$ cat src/rtl/cycle_controller.sv
// Instruction-cycle sequencer: steps FETCH/DECODE/EXEC/WB, issues one-cycle datapath strobes,
// handles memory-ready timeout, HALT, single-step pausing and a retired-instruction counter.
module cycle_controller #(
    parameter int              OPW     = 4,
    parameter int              CW      = 8,
    parameter logic [OPW-1:0]  HALT_OP = OPW'(4'hF),
    parameter logic [OPW-1:0]  NOP_OP  = OPW'(4'h0),
    parameter int              MAXWAIT = 15
) (
    input  logic           clk,
    input  logic           clear_n,
    input  logic           start,
    input  logic           step_mode,
    input  logic           step_go,
    input  logic [OPW-1:0] opcode,
    input  logic           mem_ready,
    output logic           mem_rd,
    output logic           ir_load,
    output logic           pc_inc,
    output logic           alu_en,
    output logic           reg_we,
    output logic [1:0]     phase,
    output logic           busy,
    output logic           halted,
    output logic           timeout,
    output logic [CW-1:0]  instr_count
);

    typedef enum logic [2:0] {
        S_IDLE,
        S_FETCH,
        S_DECODE,
        S_EXEC,
        S_WB,
        S_PAUSE,
        S_HALT
    } state_t;

    // Last FETCH wait cycle: mem_ready still low here means timeout
    localparam logic [7:0] WAIT_LAST = 8'(MAXWAIT - 1);

    state_t         state_q, state_d;
    logic [7:0]     wait_q, wait_d;
    logic [OPW-1:0] op_q, op_d;
    logic           timeout_q, timeout_d;
    logic [CW-1:0]  count_q, count_d;
    logic           retire;

    always_ff @(posedge clk or negedge clear_n) begin
        if (!clear_n) begin
            state_q   <= S_IDLE;
            wait_q    <= '0;
            op_q      <= '0;
            timeout_q <= 1'b0;
            count_q   <= '0;
        end else begin
            state_q   <= state_d;
            wait_q    <= wait_d;
            op_q      <= op_d;
            timeout_q <= timeout_d;
            count_q   <= count_d;
        end
    end

    // Wait counter defaults to zero, so it is already clear on every entry to FETCH
    always_comb begin
        state_d   = state_q;
        wait_d    = '0;
        op_d      = op_q;
        timeout_d = timeout_q;
        count_d   = count_q;
        retire    = 1'b0;
        case (state_q)
            S_IDLE: begin
                if (start) state_d = S_FETCH;
            end
            S_FETCH: begin
                if (mem_ready) begin
                    state_d = S_DECODE;
                end else if (wait_q == WAIT_LAST) begin
                    state_d   = S_HALT;
                    timeout_d = 1'b1;
                end else begin
                    wait_d = wait_q + 8'd1;
                end
            end
            S_DECODE: begin
                op_d = opcode;
                if (opcode == HALT_OP) state_d = S_HALT;
                else                   state_d = S_EXEC;
            end
            S_EXEC: begin
                if (op_q == NOP_OP) retire  = 1'b1;
                else                state_d = S_WB;
            end
            S_WB: begin
                retire = 1'b1;
            end
            S_PAUSE: begin
                if (step_go || !step_mode) state_d = S_FETCH;
            end
            S_HALT: begin
                if (start) begin
                    state_d   = S_FETCH;
                    timeout_d = 1'b0;
                end
            end
            default: state_d = S_IDLE;
        endcase
        if (retire) begin
            count_d = count_q + CW'(1);
            state_d = step_mode ? S_PAUSE : S_FETCH;
        end
    end

    // Outputs decode the registered state so reset clears them without a clock
    always_comb begin
        mem_rd      = (state_q == S_FETCH);
        ir_load     = (state_q == S_FETCH) && mem_ready;
        pc_inc      = (state_q == S_FETCH) && mem_ready;
        alu_en      = (state_q == S_EXEC);
        reg_we      = (state_q == S_WB);
        busy        = (state_q == S_FETCH) || (state_q == S_DECODE) || (state_q == S_EXEC) ||
                      (state_q == S_WB) || (state_q == S_PAUSE);
        halted      = (state_q == S_HALT);
        timeout     = timeout_q;
        instr_count = count_q;
        case (state_q)
            S_DECODE: phase = 2'b01;
            S_EXEC:   phase = 2'b10;
            S_WB:     phase = 2'b11;
            default:  phase = 2'b00;
        endcase
    end

endmodule

$ cat config.mk
export PLATFORM = sky130hd
export DESIGN_NAME = cycle_controller
export DESIGN_NICKNAME = d
export VERILOG_FILES = /design/src/rtl/cycle_controller.sv
export SDC_FILE = /design/constraint.sdc
export NUM_CORES = 1
export LEC_CHECK = 0
export BUFFER_PORTS_ARGS = -buffer_cell sky130_fd_sc_hd__buf_2
export CORE_UTILIZATION = 50
export DETAILED_ROUTE_END_ITERATION = 8
export GPL_TIMING_DRIVEN = 0
export PLACE_DENSITY_LB_ADDON = 0.2
export SLEW_MARGIN = 20
export SYNTH_ARGS = -nofsm -noshare
export SYNTH_HDL_FRONTEND = slang
export SYNTH_SLANG_ARGS = --single-unit
$ cat constraint.sdc
create_clock -name clk -period 1.65 [get_ports clk]
set_input_delay 0.2475 -clock clk [delete_from_list [all_inputs] [get_ports clk]]
set_output_delay 0.2475 -clock clk [all_outputs]
set_load 0.01 [all_outputs]
==> flow_summary.json, run 1 <==
{
  "syn_inst": 125,
  "crit_arrival_ns": 1.95,
  "clk_pin_slew_ns": 0.13,
  "setup_violations": 17,
  "diodes": 0,
  "drtIter0Drc": 21,
  "skew_ns": 0.00855,
  "ys_types": 39,
  "firstDrtPassIters": 4,
  "grt_overflow": 0,
  "start_util": 0.554,
  "placedCellCount": 180,
  "grt_max_degree": 25,
  "finalHoldViolCount": 0,
  "crit_required_ns": 1.87,
  "cp-end-kind": "flip-flop",
  "fin_ws_ns": -0.0782,
  "path_class": "flip-flop to flip-flop",
  "status": "finished, violations left",
  "vias_per_cell": 5.70,
  "seq_area_frac_synth": 0.472,
  "die_w_um": 52.5,
  "irDropWorstVdd_mv": 1.21,
  "drc": 0,
  "antenna_found_initial": 0,
  "final_cell_mix": "22 x buf_2, 22 x dfrtp_1, 10 x nor2_1, 10 x nand2_1",
  "layout-drive-gt1-share": 0.459,
  "cp_max_fo": 5,
  "dr_total_vias": 1129,
  "reg2reg_setup_slack_ns": -0.08,
  "clock_latency_ns": 0.32,
  "core_area_sq_mm": 0.00230,
  "synth-seq-cells": 24,
  "routed_wl_mm": 3.22,
  "dp_hpwl_mm": 1.75,
  "cp_slowest_cell": "or4b_4",
  "total_leakage_power_nw": 0.856,
  "clockBufferDepth": 2,
  "crit_chain": "buf_6 > or4b_4 > a31o_4 > buf_8 > nand2_2 > o21ai_1",
  "cts_tree": "built",
  "slew_headroom": 0.649,
  "gp_congestion": 0.792,
  "synthesis.area_sq_mm": 0.00127,
  "clock-sinks": 24,
  "syn_to_final_growth_pct": 43.8,
  "worst_slew_pin_slew_ns": 0.525,
  "stdcell_count": 198,
  "crit_buf_inv": 2,
  "cts_made_buffers": 3,
  "syn_area_per_cell_sq_um": 10.2,
  "critPathTopFamily": "simple AND/OR/NAND/NOR gates",
  "finalCriticalPeriod_ns": 1.73,
  "port_buffers": 27,
  "drv_cap": 0,
  "die_h_um": 52.5,
  "finalPower_mw": 3.02,
  "grt_setup_unrepaired": "true",
  "reg2reg_depth": 6,
  "grtUsageTotal": 0.231,
  "ys_warn_count": 0,
  "failed_checks": "setup timing",
  "nets": 184,
  "synth_nets": 138,
  "crit_cells": 6,
  "rows": 17,
  "min_period_over_period": 1.05,
  "slowest_delay_ns": 0.51,
  "ant_nets": 0,
  "post_drt_wl_per_cell_um": 16.3,
  "clockRootBuffer": "clkbuf_4",
  "hold_depth": 2,
  "grt_pass1_wl_mm": 4.54,
  "power_density_mw_per_mm2": 1650,
  "min_path_type": "input port to flip-flop",
  "htree_levels": 1,
  "design.die.area_sq_mm": 0.00275,
  "final_max_slew_viol_count": 0,
  "fmaxAchievable_ghz": 0.579,
  "grt_pass1_vias": 1040,
  "post-place-ws_ns": 0.0507,
  "io_pins": 28,
  "worstSetupStartpointType": "flip-flop"
}
==> per-stage QoR <==
stage	utilization	hold slack [ns]	setup TNS (ns)	cell area, sq um
detailed placement	0.631	0.256	0	1450
finish	0.797	0.151	-0.504	1830
global placement	0.631	0.247	0	1450
global route	0.797	0.149	-0.946	1830
CTS	0.720	0.140	-0.0467	1650
floorplan	-	-0.0481	0	1280
==> synth_stat cells <==
library cell,count,area [sq um]
nor3b_1,1,7.51
inv_1,3,11.3
mux2_2,4,45.0
buf_2,2,10.0
buf_6,1,11.3
o21ai_1,1,5.00
xnor2_1,7,61.3
nand2_1,11,41.3
buf_4,1,7.51
nand3_1,4,20.0
and3_1,4,25.0
a21o_1,1,7.51
a211oi_1,1,7.51
dfrtp_1,24,601
or2_2,1,6.26
nor2b_1,2,12.5
and3b_1,2,17.5
a21oi_1,3,15.0
nand4_1,5,31.3
and4bb_1,1,12.5
nor4_1,1,6.26
a21oi_2,1,8.76
nor2_1,14,52.6
o21a_1,1,7.51
a2111oi_0,1,8.76
a22o_1,1,8.76
a41oi_1,1,8.76
ha_1,3,37.5
nand4b_1,1,8.76
o31ai_1,1,7.51
or4b_1,1,10.0
xor2_1,8,70.1
nor4_2,1,12.5
nor3b_2,1,12.5
clkbuf_1,2,7.51
and2_1,2,12.5
a31o_2,1,8.76
nor3_1,4,20.0
and4_1,1,8.76
==> state kept, by name (all words and copies together) (netlist names) <==
register / flops
instr_count: 8
op_q: 4
state_q: 3
timeout: 1
wait_q: 8
==> routing by layer <==
layer | GRT usage | part of all wire | up-vias | wire length (um)
li1 | - | - | 529 | -
met1 | 0.281 | 0.41 | 544 | 1320
met2 | 0.411 | 0.52 | 44 | 1680
met3 | 0.0348 | 0.047 | 12 | 150
met4 | 0.0789 | 0.020 | 0 | 65
met5 | 0 | 0 | - | 0
==> worst paths after layout <==
| check | startpoint | to |
|---|---|---|
| max in group asynchronous | clear_n | state_q[1] |
| setup / recovery | state_q[1] | state_q[1] |
| min in group asynchronous | clear_n | instr_count[2] |
| hold / removal | start | state_q[1] |
| hold reg to reg | instr_count[7] | instr_count[7] |
| setup reg to reg | state_q[1] | state_q[1] |
==> cell families after synthesis <==
logic type	share of synthesized area
xor gates and xnor gates	0.103
muxes	0.0354
adders and majority gates	0.0295
buffers and inverters	0.0373
AOI/OAI and AO/OA	0.0737
DFF	0.472
and+or+nand+nor	0.250
==> final cells by class <==
| type | count | area [sq um] |
|---|---|---|
| Buffer | 5 | 48.8 |
| Clock buffer | 4 | 36.3 |
| Fill cell | 134 | 465 |
| Inverter | 3 | 13.8 |
| Multi-Input combinational cell | 92 | 763 |
| Sequential cell | 24 | 603 |
| Tap cell | 28 | 35.0 |
| Timing Repair Buffer | 42 | 332 |
==> report_power, final <==
part / total, mW / switching, mW / internal (mW)
combinational: 1.79 / 0.843 / 0.949
clock: 0.310 / 0.175 / 0.135
sequential: 0.921 / 0.175 / 0.745
total: 3.02 / 1.19 / 1.83
==> what timing repair did <==
action,4_1_cts,5_1_grt
pin swaps,3,7
resized for setup,23,25
setup buffers,10,2
endpoints found under the setup margin,7,23
gates cloned,0,2
hold buffers,1,0
hold endpoints to repair,24,0
Note: power is estimated with default switching activity, not from simulation.
==> run 2: changes to the inputs <==
--- a/config.mk
+++ b/config.mk
@@ -6,7 +6,7 @@
 export NUM_CORES = 1
 export LEC_CHECK = 0
 export BUFFER_PORTS_ARGS = -buffer_cell sky130_fd_sc_hd__buf_2
-export CORE_UTILIZATION = 50
+export CORE_UTILIZATION = 53
 export DETAILED_ROUTE_END_ITERATION = 8
 export GPL_TIMING_DRIVEN = 0
 export PLACE_DENSITY_LB_ADDON = 0.2
==> run 2 against run 1 <==
Effect of this change:
- the flow still finishes with violations (setup timing)
- first-iteration DRC count rose by 14%
- clock-buffer cell count did not move
- setup slack got worse by 0.0072 ns
- global-route usage rose by 3.2 points
- flip-flop and latch count did not move
- non-clock buffer count rose by 1
- critical path depth did not move
- largest cell class unchanged
- highest routed layer unchanged
==> flow_summary.json, run 2 (synthesis gave the netlist of run 1 again) <==
{
  "dpl-instance-area_sq_mm": 0.00145,
  "grt_max_degree": 25,
  "syn_to_final_growth_pct": 38.5,
  "vias_per_cell": 5.77,
  "grt_pass1_wl_mm": 4.94,
  "port_buffers": 27,
  "worst_slew_pin_slew_ns": 0.611,
  "start_util": 0.570,
  "irDropWorstVdd_mv": 1.17,
  "min_path_type": "input port to flip-flop",
  "slew_headroom": 0.592,
  "antenna_found_initial": 0,
  "power_density_mw_per_mm2": 1660,
  "grt_pass1_vias": 1065,
  "die_w_um": 51.0,
  "gp_congestion": 0.760,
  "clock-sinks": 24,
  "final_area_sq_mm": 0.00176,
  "nets": 185,
  "clockBufferDepth": 2,
  "drv_cap": 0,
  "finalHoldViolCount": 0,
  "cp_max_fo": 10,
  "crit_chain": "buf_6 > or4b_1 > a31o_4 > buf_6 > nand2_1 > o21ai_1",
  "failed_checks": "setup timing",
  "clock_latency_ns": 0.31,
  "final_max_slew_viol_count": 0,
  "finalCriticalPeriod_ns": 1.74,
  "final_cell_mix": "23 x buf_2, 23 x dfrtp_1, 13 x buf_6",
  "layout-drive-gt1-share": 0.409,
  "design.die.area_sq_mm": 0.00260,
  "cp_slowest_cell": "or4b_1",
  "cts_tree": "built",
  "post_drt_wl_per_cell_um": 16.5,
  "grtUsageTotal": 0.263,
  "rows": 17,
  "routed_wl_mm": 3.29,
  "path_class": "flip-flop to flip-flop",
  "core_area_sq_mm": 0.00223,
  "post-route-util": 0.790,
  "total_leakage_power_nw": 0.846,
  "dr_total_vias": 1148,
  "drtIter0Drc": 24,
  "skew_ns": 0.0129,
  "setup_violations": 15,
  "critPathMostFrequentCell": "buf_6",
  "status": "finished, violations left",
  "slowest_delay_ns": 0.54,
  "diodes": 0,
  "htree_levels": 1,
  "io_pins": 28,
  "crit_arrival_ns": 1.95,
  "cp-end-kind": "flip-flop",
  "grt_setup_unrepaired": "true",
  "crit_required_ns": 1.86,
  "grt_overflow": 0,
  "drc": 0,
  "min_period_over_period": 1.05,
  "dp_hpwl_mm": 1.83,
  "fmaxAchievable_ghz": 0.576,
  "worstSetupStartpointType": "flip-flop",
  "whs_ns": 0.170,
  "firstDrtPassIters": 4,
  "fin_ws_ns": -0.0854,
  "clockRootBuffer": "clkbuf_4",
  "cts_made_buffers": 3,
  "post-place-ws_ns": 0.0116,
  "die_h_um": 51.0,
  "crit_buf_inv": 2,
  "finalPower_mw": 2.93,
  "ant_nets": 0,
  "clk_pin_slew_ns": 0.14,
  "critPathTopFamily": "simple AND/OR/NAND/NOR gates"
}
## run 2: final timing paths
path | start | to | slack [ns] | cells past startpoint
setup reg to reg | state_q[2] | state_q[1] | -0.09 | 6
setup / recovery | state_q[2] | state_q[1] | -0.09 | 6
max in group asynchronous | clear_n | state_q[1] | 0.84 | 2
hold / removal | opcode[0] | op_q[0] | 0.17 | 2
hold reg to reg | instr_count[7] | instr_count[7] | 0.48 | 1
min in group asynchronous | clear_n | timeout | 0.42 | 2
## run 2: where the power goes
part	internal (mW)	total (mW)	switching, mW
Sequential	0.743	0.932	0.188
Clock	0.135	0.312	0.177
Combinational	0.907	1.69	0.779
## run 2: stage by stage
step           TNS, ns  cells
2_1_floorplan        0    125
3_3_place_gp         0    180
3_5_place_dp         0    180
4_1_cts         -0.162    196
5_1_grt          -1.83    199
6_report        -0.502    199
## run 2: final cells by class
cell class	count	area, sq um
inverter	3	11.3
sequential	24	602
multi-input combinational	92	723
buffer	6	62.6
fill	154	469
tap	28	35.0
clock buffer	4	36.3
timing repair buffer	42	294
## run 2: what timing repair did
item / CTS / global route
resized for setup: 20 / 15
buffers inserted: 11 / 3
pin swaps: 3 / 4
hold buffers: 1 / 0
setup endpoints to repair: 8 / 28
endpoints found under the hold margin: 24 / 0
## run 2: layer usage
metal	part of all wire	vias to the layer above	track usage
met4	0.015	0	0.0926
met5	0	-	0
li1	-	529	-
met2	0.53	51	0.465
met3	0.046	8	0.0446
met1	0.41	560	0.319
==> run 3: changes to the inputs <==
--- a/config.mk
+++ b/config.mk
@@ -9,6 +9,7 @@
 export CORE_UTILIZATION = 53
 export DETAILED_ROUTE_END_ITERATION = 8
 export GPL_TIMING_DRIVEN = 0
+export MAX_ROUTING_LAYER = met4
 export PLACE_DENSITY_LB_ADDON = 0.2
 export SLEW_MARGIN = 20
 export SYNTH_ARGS = -nofsm -noshare
==> run 3 against run 2 <==
Effect of this change:
- the flow still finishes with violations (setup timing)
- die area did not move
- critical path depth unchanged
- global-route usage is 0.66 points higher
- first-iteration DRC count decreased by 38%
- setup slack worse by 0.0030 ns
- combinational power barely moved
- maximum frequency decreased by 0.17%
==> flow_summary.json, run 3 (synthesis gave the netlist of run 1 again) <==
{
  "status": "finished, violations left",
  "failed_checks": "setup timing",
  "placedCellCount": 180,
  "swShare": 0.391,
  "drtIter0Drc": 15,
  "firstDrtPassIters": 4,
  "clkPwrFrac": 0.106,
  "p_switching_mw": 1.15,
  "clock_latency_ns": 0.31,
  "antenna_found_initial": 0,
  "skew_ns": 0.0113,
  "clk_pin_slew_ns": 0.14,
  "finalCriticalPeriod_ns": 1.74,
  "syn_to_final_growth_pct": 38.5,
  "power_density_mw_per_mm2": 1660,
  "min_period_over_period": 1.05,
  "htree_levels": 1,
  "worst_slew_pin_slew_ns": 0.593,
  "final_max_slew_viol_count": 0,
  "crit_arrival_ns": 1.95,
  "fmaxAchievable_ghz": 0.575,
  "layout-drive-gt1-share": 0.409,
  "nets": 185,
  "fillers": 154,
  "multiInputGateArea_sq_um": 723,
  "slew_headroom": 0.604,
  "design.die.area_sq_mm": 0.00260,
  "gp_congestion": 0.770,
  "pwr-share-seq": 0.319,
  "worstSetupStartpointType": "flip-flop",
  "grt_max_degree": 25,
  "post-place-ws_ns": 0.0116,
  "die_w_um": 51.0,
  "rows": 17,
  "min_path_type": "input port to flip-flop",
  "port_buffers": 27,
  "dr_total_vias": 1164,
  "drv_cap": 0,
  "clock-sinks": 24,
  "start_util": 0.570,
  "regArea_sq_um": 602,
  "fin_ws_ns": -0.0884,
  "path_class": "flip-flop to flip-flop",
  "whs_ns": 0.172,
  "cts_tree": "built",
  "ant_nets": 0,
  "cp-end-kind": "flip-flop",
  "grt_overflow": 0,
  "grt_pass1_wl_mm": 4.94,
  "die_h_um": 51.0,
  "io_pins": 28,
  "drc": 0,
  "grtUsageTotal": 0.269,
  "post_drt_wl_per_cell_um": 16.7,
  "finalHoldViolCount": 0,
  "crit_required_ns": 1.86,
  "grt_pass1_vias": 1072,
  "vias_per_cell": 5.85,
  "clockBufferDepth": 2,
  "dpl-instance-area_sq_mm": 0.00145,
  "total_leakage_power_nw": 0.846,
  "core_area_sq_mm": 0.00223,
  "combPwrFrac": 0.575,
  "final_area_sq_mm": 0.00176,
  "cts_made_buffers": 3,
  "cellInternalPower_mw": 1.78,
  "final_cell_mix": "23 x buf_2, 23 x dfrtp_1, 13 x buf_6",
  "post-route-util": 0.790,
  "cp_max_fo": 10,
  "clockRootBuffer": "clkbuf_4",
  "routed_wl_mm": 3.32,
  "diodes": 0,
  "setup_violations": 16,
  "stdcell_count": 199,
  "grt_setup_unrepaired": "true",
  "dp_hpwl_mm": 1.83,
  "irDropWorstVdd_mv": 1.16
}
==> run 3: cell counts in the layout (fill, tap and decap cells not counted) <==
No cell type changed its count.
==> run 3: timing repair <==
action / 4_1_cts / 5_1_grt
resized for setup: 20 / 15
hold endpoints to repair: 24 / 0
pin swaps: 3 / 4
setup buffers: 11 / 3
endpoints found under the setup margin: 8 / 28
hold buffers: 1 / 0
==> run 3: final timing paths <==
kind | start | endpoint | slack, ns | depth (start not counted)
hold reg to reg | instr_count[7] | instr_count[7] | 0.48 | 1
setup reg to reg | state_q[2] | state_q[1] | -0.09 | 6
setup / recovery | state_q[2] | state_q[1] | -0.09 | 6
min in group asynchronous | clear_n | wait_q[6] | 0.42 | 2
max in group asynchronous | clear_n | state_q[1] | 0.85 | 2
hold / removal | opcode[0] | op_q[0] | 0.17 | 2
==> run 3: power groups by stage <==
| stage | sequential [mW] | clock (mW) | combinational (mW) |
|---|---|---|---|
| after floorplan | 0.905 | 0 | 0.712 |
| after global placement | 0.905 | 0 | 0.982 |
| after detailed placement | 0.916 | 0 | 1.01 |
| after CTS | 0.896 | 0.322 | 1.41 |
| after global routing | 0.944 | 0.340 | 1.82 |
| final | 0.934 | 0.311 | 1.69 |
==> run 3: through the flow <==
step	power, mW	TNS, ns
after floorplan	1.62	0
after global placement	1.89	0
after detailed placement	1.93	0
after CTS	2.62	-0.162
after global routing	3.10	-1.83
final	2.93	-0.536
==> run 3: layer usage <==
metal,up-vias,track usage,share of wire
li1,534,-,-
met1,575,0.315,0.40
met2,49,0.467,0.53
met3,6,0.0446,0.052
met4,0,0.0926,0.014
met5,-,-,0
==> run 3: critical path: stages, from the launching register on <==
cell and delay, ns:
dfrtp_1 0.43, buf_6 0.15, or4b_1 0.54, a31o_4 0.25, buf_6 0.14, nand2_1 0.05, o21ai_1 0.07
==> run 3: area by class of cell <==
| type | count | area share |
|---|---|---|
| buffer | 6 | 0.0355 |
| tap | 28 | 0.0199 |
| timing repair buffer | 42 | 0.167 |
| clock buffer | 4 | 0.0206 |
| sequential | 24 | 0.341 |
| inverter | 3 | 0.00638 |
| multi-input combinational | 92 | 0.410 |
